## src/rtl/v_issue_queue.sv

```systemverilog
// -----------------------------------------------------------------------------
// v_issue_queue
//   Producer-side instruction queue for the vector coprocessor. The scalar core
//   hands over vector instructions with their rs1/rs2 values. They are buffered
//   in a small FIFO and issued in order to the coprocessor decoder.
//   Vector-config instructions (OP_SET) are serialised against the vector
//   datapath:
//     - a config issues only while the datapath is idle;
//     - younger instructions stay blocked until the datapath is idle again.
//
// Handshakes (both sides): a transfer happens on a rising clk edge where
//   valid && ready. Valid never depends on ready. While m_valid && !m_ready,
//   m_instr/m_rs1/m_rs2 hold their values.
//
// Ports
//   clk, rst         clock, synchronous active-high reset
//   flush            drop every queued entry (scalar-side trap)
//   s_valid/s_ready  producer handshake; s_instr, s_rs1, s_rs2 payload
//   m_valid/m_ready  decoder handshake; m_instr, m_rs1, m_rs2 = head entry
//   v_busy           vector datapath has instructions in flight
//   illegal          one-cycle pulse after a non-vector opcode was consumed
//   count            number of valid entries
// -----------------------------------------------------------------------------
module v_issue_queue #(
   parameter  int DEPTH = 4,
   localparam int CW    = $clog2(DEPTH + 1)
) (
   input  logic          clk,
   input  logic          rst,
   input  logic          flush,
   input  logic          s_valid,
   output logic          s_ready,
   input  logic [31:0]   s_instr,
   input  logic [31:0]   s_rs1,
   input  logic [31:0]   s_rs2,
   output logic          m_valid,
   input  logic          m_ready,
   output logic [31:0]   m_instr,
   output logic [31:0]   m_rs1,
   output logic [31:0]   m_rs2,
   input  logic          v_busy,
   output logic          illegal,
   output logic [CW-1:0] count
);

   localparam int AW = $clog2(DEPTH);

   // Opcode / funct3 encodings shared with v_decoder (instr[5:0], instr[14:12]).
   localparam logic [5:0] OPC_RTYPE = 6'h17;
   localparam logic [5:0] OPC_LTYPE = 6'h07;
   localparam logic [5:0] OPC_STYPE = 6'h27;
   localparam logic [2:0] OP_SET    = 3'b111;

   localparam logic [CW-1:0] FULL = CW'(DEPTH);

   // RUN  : head may issue.
   // DRAIN: a config is at the head and waits for the datapath to go idle.
   // CFG  : a config has just issued; younger entries wait for idle.
   typedef enum logic [1:0] {
      RUN   = 2'd0,
      DRAIN = 2'd1,
      CFG   = 2'd2
   } state_t;

   state_t state;

   logic [31:0]   instr_mem [DEPTH];
   logic [31:0]   rs1_mem   [DEPTH];
   logic [31:0]   rs2_mem   [DEPTH];
   logic [AW-1:0] wr_ptr;
   logic [AW-1:0] rd_ptr;

   logic s_vec;
   logic head_cfg;
   logic not_empty;
   logic push;
   logic push_vec;
   logic pop;

   function automatic logic is_vector(input logic [31:0] instr);
      return (instr[5:0] == OPC_RTYPE) || (instr[5:0] == OPC_LTYPE) ||
             (instr[5:0] == OPC_STYPE);
   endfunction

   always_comb begin
      s_vec     = is_vector(s_instr);
      not_empty = (count != '0);

      m_instr = instr_mem[rd_ptr];
      m_rs1   = rs1_mem[rd_ptr];
      m_rs2   = rs2_mem[rd_ptr];

      head_cfg = (m_instr[5:0] == OPC_RTYPE) && (m_instr[14:12] == OP_SET);

      // No bypass: the queue refuses when full, even if the head pops this cycle.
      s_ready = !rst && (count != FULL);

      // A config at the head may only go out while the datapath is idle.
      // Ordinary instructions ignore v_busy.
      m_valid = !rst && not_empty && (state == RUN) && (!head_cfg || !v_busy);

      push     = s_valid && s_ready;
      push_vec = push && s_vec;
      pop      = m_valid && m_ready;
   end

   always_ff @(posedge clk) begin
      if (rst) begin
         count   <= '0;
         wr_ptr  <= '0;
         rd_ptr  <= '0;
         state   <= RUN;
         illegal <= 1'b0;
         for (int i = 0; i < DEPTH; i++) begin
            instr_mem[i] <= '0;
            rs1_mem[i]   <= '0;
            rs2_mem[i]   <= '0;
         end
      end else begin
         // Non-vector words are consumed so the core does not stall.
         // They are reported here, also in a flush cycle.
         illegal <= push && !s_vec;

         if (flush) begin
            // Flush beats any push or pop of the same cycle.
            count  <= '0;
            wr_ptr <= '0;
            rd_ptr <= '0;
            state  <= RUN;
         end else begin
            if (push_vec) begin
               instr_mem[wr_ptr] <= s_instr;
               rs1_mem[wr_ptr]   <= s_rs1;
               rs2_mem[wr_ptr]   <= s_rs2;
               wr_ptr            <= wr_ptr + AW'(1);
            end

            if (pop) begin
               rd_ptr <= rd_ptr + AW'(1);
            end

            case ({push_vec, pop})
               2'b10:   count <= count + CW'(1);
               2'b01:   count <= count - CW'(1);
               default: count <= count;
            endcase

            case (state)
               RUN: begin
                  if (not_empty && head_cfg) begin
                     if (v_busy) begin
                        state <= DRAIN;
                     end else if (pop) begin
                        state <= CFG;
                     end
                  end
               end
               DRAIN: begin
                  if (!v_busy) begin
                     state <= RUN;
                  end
               end
               CFG: begin
                  // This state is entered on the config's pop edge.
                  // The earliest exit is the following edge, so m_valid is low
                  // for at least one full cycle after a config issues.
                  if (!v_busy) begin
                     state <= RUN;
                  end
               end
               default: state <= RUN;
            endcase
         end
      end
   end

endmodule

```

## config.mk

```make
export PLATFORM = sky130hd
export DESIGN_NAME = v_issue_queue
export DESIGN_NICKNAME = d
export VERILOG_FILES = /design/src/rtl/v_issue_queue.sv
export SDC_FILE = /design/constraint.sdc
export NUM_CORES = 1
export LEC_CHECK = 0
export ABC_CLOCK_PERIOD_IN_PS = 7050
export CORE_MARGIN = 8
export CORE_UTILIZATION = 51
export DETAILED_ROUTE_END_ITERATION = 7
export PLACE_DENSITY = 0.74
export SETUP_SLACK_MARGIN = 0.4
export SYNTH_ARGS = -nofsm -noshare
export SYNTH_HDL_FRONTEND = slang
export SYNTH_SLANG_ARGS = --single-unit
```

## constraint.sdc

```tcl
create_clock -name clk -period 7.05 [get_ports clk]
set_clock_uncertainty 0.2 [all_clocks]
set_input_delay 1.41 -clock clk [delete_from_list [all_inputs] [get_ports clk]]
set_output_delay 1.41 -clock clk [all_outputs]
set_load 0.03 [all_outputs]
```

# After elaboration in Yosys (flattened, before gate mapping)
# Memories as Yosys holds them, arrays and structs flattened. A register that Yosys moved wholly into a read port is not among the register bits.
# Cells that the tools add are included.
dict set report totals {
  ff_bits 10
  mem_bits_rw 384
  in_bits 102
  out_inout_bits 102
  word_cells 78
  mem_count 3
}
# memory depth width read_ports rd_ports_with_merged_regs write_ports line
set mem_list {}
lappend mem_list {instr_mem 4 32 1 1 4 67} ;# logic [31:0] instr_mem [DEPTH];
lappend mem_list {rs1_mem 4 32 1 1 4 68} ;# logic [31:0] rs1_mem [DEPTH];
lappend mem_list {rs2_mem 4 32 1 1 4 69} ;# logic [31:0] rs2_mem [DEPTH];
dict set report classes {
  n_addsub 4
  eq_ne 13
  n_mux 27
  reduce_logical 26
}
# cell n
set ops {}
lappend ops {{$mux 32} 3}
lappend ops {{$reduce_or 32->1} 3}
lappend ops {{$mux 2} 13}
lappend ops {{$eq 6x5->1 const B} 2}
lappend ops {{$logic_and 1x1->1} 10}
lappend ops {{$mux 1} 9}
lappend ops {{$eq 6x3->1 const B} 1}
lappend ops {{$eq 6x6->1 const B} 1}
lappend ops {{$ne 3x3->1 const B} 2}
lappend ops {{$pmux 3 s2} 1}
lappend ops {{$add 2x1->2 const B} 2}
lappend ops {{$eq 2x1->1 const B} 2}
lappend ops {{$eq 2x2->1 const B} 2}
lappend ops {{$logic_not 1->1} 4}
lappend ops {{$pmux 2 s2} 1}
lappend ops {{$reduce_or 2->1} 2}
lappend ops {{$add 3x1->3 const B} 1}
lappend ops {{$eq 3x3->1 const B} 1}
lappend ops {{$logic_or 1x1->1} 3}
lappend ops {{$reduce_and 3->1} 1}
lappend ops {{$reduce_bool 3->1} 1}
lappend ops {{$sub 3x1->3 const B} 1}
lappend ops {{$logic_not 2->1} 1}
lappend ops {{$ne 2x1->1 const B} 1}
lappend ops {{other kinds (2)} 2}

# Longest topological paths before layout
dict set report depth {
  ltp_word 10
  ltp_mapped 12
  depth_no_buf 12
}

# Worst setup path before layout
# Ideal clock, no wire load.
dict set report synth_path {
  kind {input port to flip-flop}
  from {in s_instr[3]}
  to {mem instr_mem[3][0], enable pin}
  setup_ns 0.570
  t_arrival_ns 6.517
  required_time_ns 6.280
  path_slack_ns -0.237
  stages 4
  n_path_buf 0
  cell_sequence {nand4b_1 > a21oi_1 > nand3_1 > o21bai_1}
}
# item line
set synth_lines {}
lappend synth_lines {{from (decl)} 33} ;# input logic [31:0] s_instr,
lappend synth_lines {{to (decl)} 67}

==> metrics.json <==
{
  "final_period_minus_worst_setup_slack_ns": 5.336,
  "worst_endpoint_data_arrival_time_ns": 3.73,
  "compound_cell_area_share_of_the_yosys_netlist_pct": 0.6951,
  "drt_first_iter_violations": 601,
  "finalHoldViolCount": 0,
  "worstRegToRegCells": 11,
  "worst_ir_drop_vdd_mv": 0.1412,
  "syn-mean-instance-area_um2": 16.90,
  "worst-setup-path-type": "reg2out",
  "worst_path_max_delay_cell": "sky130_fd_sc_hd__clkdlybuf4s50_1",
  "holdCritPathClass": "reg2reg",
  "number_of_antenna_violations_at_the_first_check_in_global_routing": 4,
  "detail_route.wirelength_um": 37270,
  "post_synth_main_area_contributors": "sky130_fd_sc_hd__edfxtp_1 (67%), sky130_fd_sc_hd__and2_1 (13%), sky130_fd_sc_hd__mux4_2 (13%)",
  "portBuffers": 203,
  "cts_post_setup_buffers_inserted": 0,
  "synth_seq_cells": 396,
  "detailedPlacementHpwl_um": 21790,
  "critPathRequiredTime_ns": 5.44,
  "area_delta_synth_final_pct": 21.60,
  "async_reset_ff_share_pct": 0,
  "static-leakage-power_nw": 7.167,
  "hold-path-cell-count": 2,
  "drc_errors": 0,
  "setup.worst_path.start_class": "flip-flop",
  "main_combinational_cell_family_by_area_after_synthesis": "simple AND/OR/NAND/NOR gates",
  "max_cap_viol_count": 0,
  "num_vias": 9111,
  "synth-simple-area-share_pct": 15.24,
  "drv_slew": 0,
  "vias_per_cell": 5.404,
  "crit_family": "buffers and inverters",
  "fraction_of_layout_cells_with_a_size_suffix_above_1_pct": 14.87,
  "netlist-cell-type-count": 43,
  "layout_setup_ws_ns": 1.714,
  "grt_first_pass_wirelength_um": 57260,
  "post_synth_instance_area_um2": 17100,
  "grt_overflow": 0,
  "grt_setup_unrepaired": "no",
  "finished_layout_cell_area_um2": 20790,
  "synth_flop_cell": "sky130_fd_sc_hd__edfxtp_1",
  "cts_tree": "done",
  "synth.area.mux_share_pct": 12.83,
  "grt_use_total_pct": 18.92,
  "area_share_of_xor_xnor_cells_in_the_synthesized_design_pct": 0.2049,
  "postPlaceCellArea_um2": 19590,
  "postSynthCellCount": 1012,
  "cts.sinks": 396,
  "io_pins": 204,
  "cp_num_buf_inv": 2,
  "layout.nets": 1314,
  "cts_stage_hold_buffer_count": 0,
  "synth-seq-area-share_pct": 68.84,
  "placement_rows": 67,
  "finalPower_w": 0.004983,
  "clock_tree.htree_level_count": 2,
  "cts_root_buf": "sky130_fd_sc_hd__clkbuf_16",
  "first_global_vias": 9793,
  "yosys_warnings": 0,
  "finalSetupViolations": 0,
  "synth.most_common_cell": "sky130_fd_sc_hd__edfxtp_1",
  "yosys.area_share.adder_pct": 0.2634,
  "vertical_die_dimension_um": 199.1,
  "regToRegSetupSlack_ns": 3.08,
  "insertion_delay_ns": 0.51,
  "fin_crit_sh_pct": 75.69,
  "crit_fanout": 28,
  "setup.worst_path.end_class": "output pin",
  "initial_core_util_pct": 51.38,
  "hold_start": "rd_ptr[1]$_SDFFE_PP0P_",
  "powerDensity_nw_per_um2": 239.6,
  "path_cells": "buf_4 > mux4_2 > nand2_1 > o41a_1 > nor2b_1 > clkdlybuf4s50_1",
  "dieArea_um2": 39640,
  "gpl.final_weighted_congestion": 0.7001,
  "cpPeakStageDelay_ns": 0.71,
  "core_area_um2": 33280,
  "first_pass_iters": 5,
  "worstReg2RegEnd": "count[2]$_SDFFE_PP0P_",
  "run_status": "finished clean",
  "yosys.area.top_type": "sky130_fd_sc_hd__edfxtp_1",
  "route.detailed.wl_per_inst_um": 22.10,
  "synth.top_cell.area_share_pct": 67.43,
  "route.antenna.remaining_nets": 0,
  "num_cts_buffers": 41,
  "worst_slew_pin_slew_ns": 1.081,
  "number_of_resized_instances_in_the_post_cts_repair_step": 0,
  "timing.slew.headroom_pct": 27.94,
  "maximum_number_of_pins_on_one_net_before_global_route_repair": 94,
  "dp_slack_ns": 1.479,
  "synth_enable_flop_cells": 384,
  "worst-path-stages": 6,
  "finalSetupTns_ns": 0,
  "clk_pin_slew_ns": 0.06,
  "dieWidth_um": 199.1,
  "achievable-frequency_ghz": 0.1874,
  "clk_path_buf_depth": 3,
  "yosys-top-cells-count": "sky130_fd_sc_hd__edfxtp_1 (384), sky130_fd_sc_hd__and2_1 (369), sky130_fd_sc_hd__mux4_2 (96)",
  "filler_cell_count": 2474
}
## layer usage
layer  share of wire [%]  track usage (%)  vias to the layer above
met1                  41            24.91                     4662
met3                 6.3            4.059                       56
met4                 1.7            4.666                        6
li1                    -                -                     4142
met2                  51            31.90                      245
met5               0.097                0                        -
## metrics by stage
stage | util, % | hold WS [ns] | cells
final | 62.48 | 0.3061 | 1686
after CTS | 62.47 | 0.3035 | 1685
after global placement | 58.86 | 0.2559 | 1614
after global routing | 62.48 | 0.3173 | 1686
after detailed placement | 58.86 | 0.2903 | 1614
after floorplan | - | 0.2496 | 1015
## how the worst max path moves through the flow
stage          startpoint  slack, ns                          end
2_1_floorplan  s_instr[3]       1.79    instr_mem[3][0]$_DFFE_PP_
3_3_place_gp          rst       1.55  rs2_mem[2][7]$_SDFFCE_PN0P_
3_5_place_dp          rst       1.48  rs2_mem[2][2]$_SDFFCE_PN0P_
4_1_cts         flip-flop       1.59                      m_valid
5_1_grt         flip-flop       1.46                      m_valid
6_report        flip-flop       1.71                      m_valid
## flip-flops by register name (all words and copies together) (netlist names), named ones only
name,cells
count,3
illegal,1
instr_mem,128
rd_ptr,2
rs1_mem,128
rs2_mem,128
state,2
wr_ptr,2
## area by class of cell
class                           count  area [um2]  share of cell area, %
Antenna cell                        1       2.502                0.01203
Inverter                            9       33.78                 0.1625
Clock inverter                     20       96.34                 0.4633
Timing Repair Buffer              217        2162                  10.40
Tap cell                          448       560.5                  2.696
Sequential cell                   396       11780                  56.65
Multi-Input combinational cell    544        5055                  24.31
Clock buffer                       51        1105                  5.313
## cell usage in the layout, fill, tap and decap left out, types with 9 or more instances in the layout
master	instances
sky130_fd_sc_hd__and2_1	369
sky130_fd_sc_hd__buf_4	12
sky130_fd_sc_hd__clkbuf_16	42
sky130_fd_sc_hd__clkdlybuf4s50_1	203
sky130_fd_sc_hd__clkinv_2	11
sky130_fd_sc_hd__dfxtp_1	10
sky130_fd_sc_hd__edfxtp_1	384
sky130_fd_sc_hd__inv_1	9
sky130_fd_sc_hd__mux4_2	96
sky130_fd_sc_hd__nor2_1	11
## worst reg2reg max path, cell delays in order (launching register included)
cell                      delay (ns)
sky130_fd_sc_hd__dfxtp_4        0.65
sky130_fd_sc_hd__buf_4          0.60
sky130_fd_sc_hd__mux4_2         0.62
sky130_fd_sc_hd__nand2_1        0.17
sky130_fd_sc_hd__o41a_1         0.24
sky130_fd_sc_hd__and2_4         0.20
sky130_fd_sc_hd__ha_1           0.19
sky130_fd_sc_hd__inv_1          0.06
sky130_fd_sc_hd__fa_1           0.38
sky130_fd_sc_hd__xor2_1         0.16
sky130_fd_sc_hd__or3_1          0.30
sky130_fd_sc_hd__a21oi_1        0.13
## cell families after synthesis
group                    Yosys count
multiplexers                      99
AO/OA/AOI/OAI                     15
flip-flops                       396
XOR/XNOR                           4
buffers and inverters             75
adder cells (fa/ha/maj)            3
AND/OR/NAND/NOR                  419
other                              1
## where the power goes
part	total (W)	switching, W	internal, W	leakage, nW
combinational	0.000328	0.000181	0.000147	2.67
clock	0.00196	0.000852	0.00111	0.595
sequential	0.00270	0.0000245	0.00267	3.90
total	0.00498	0.00106	0.00393	7.17
Power figures use the tool's default switching activity.
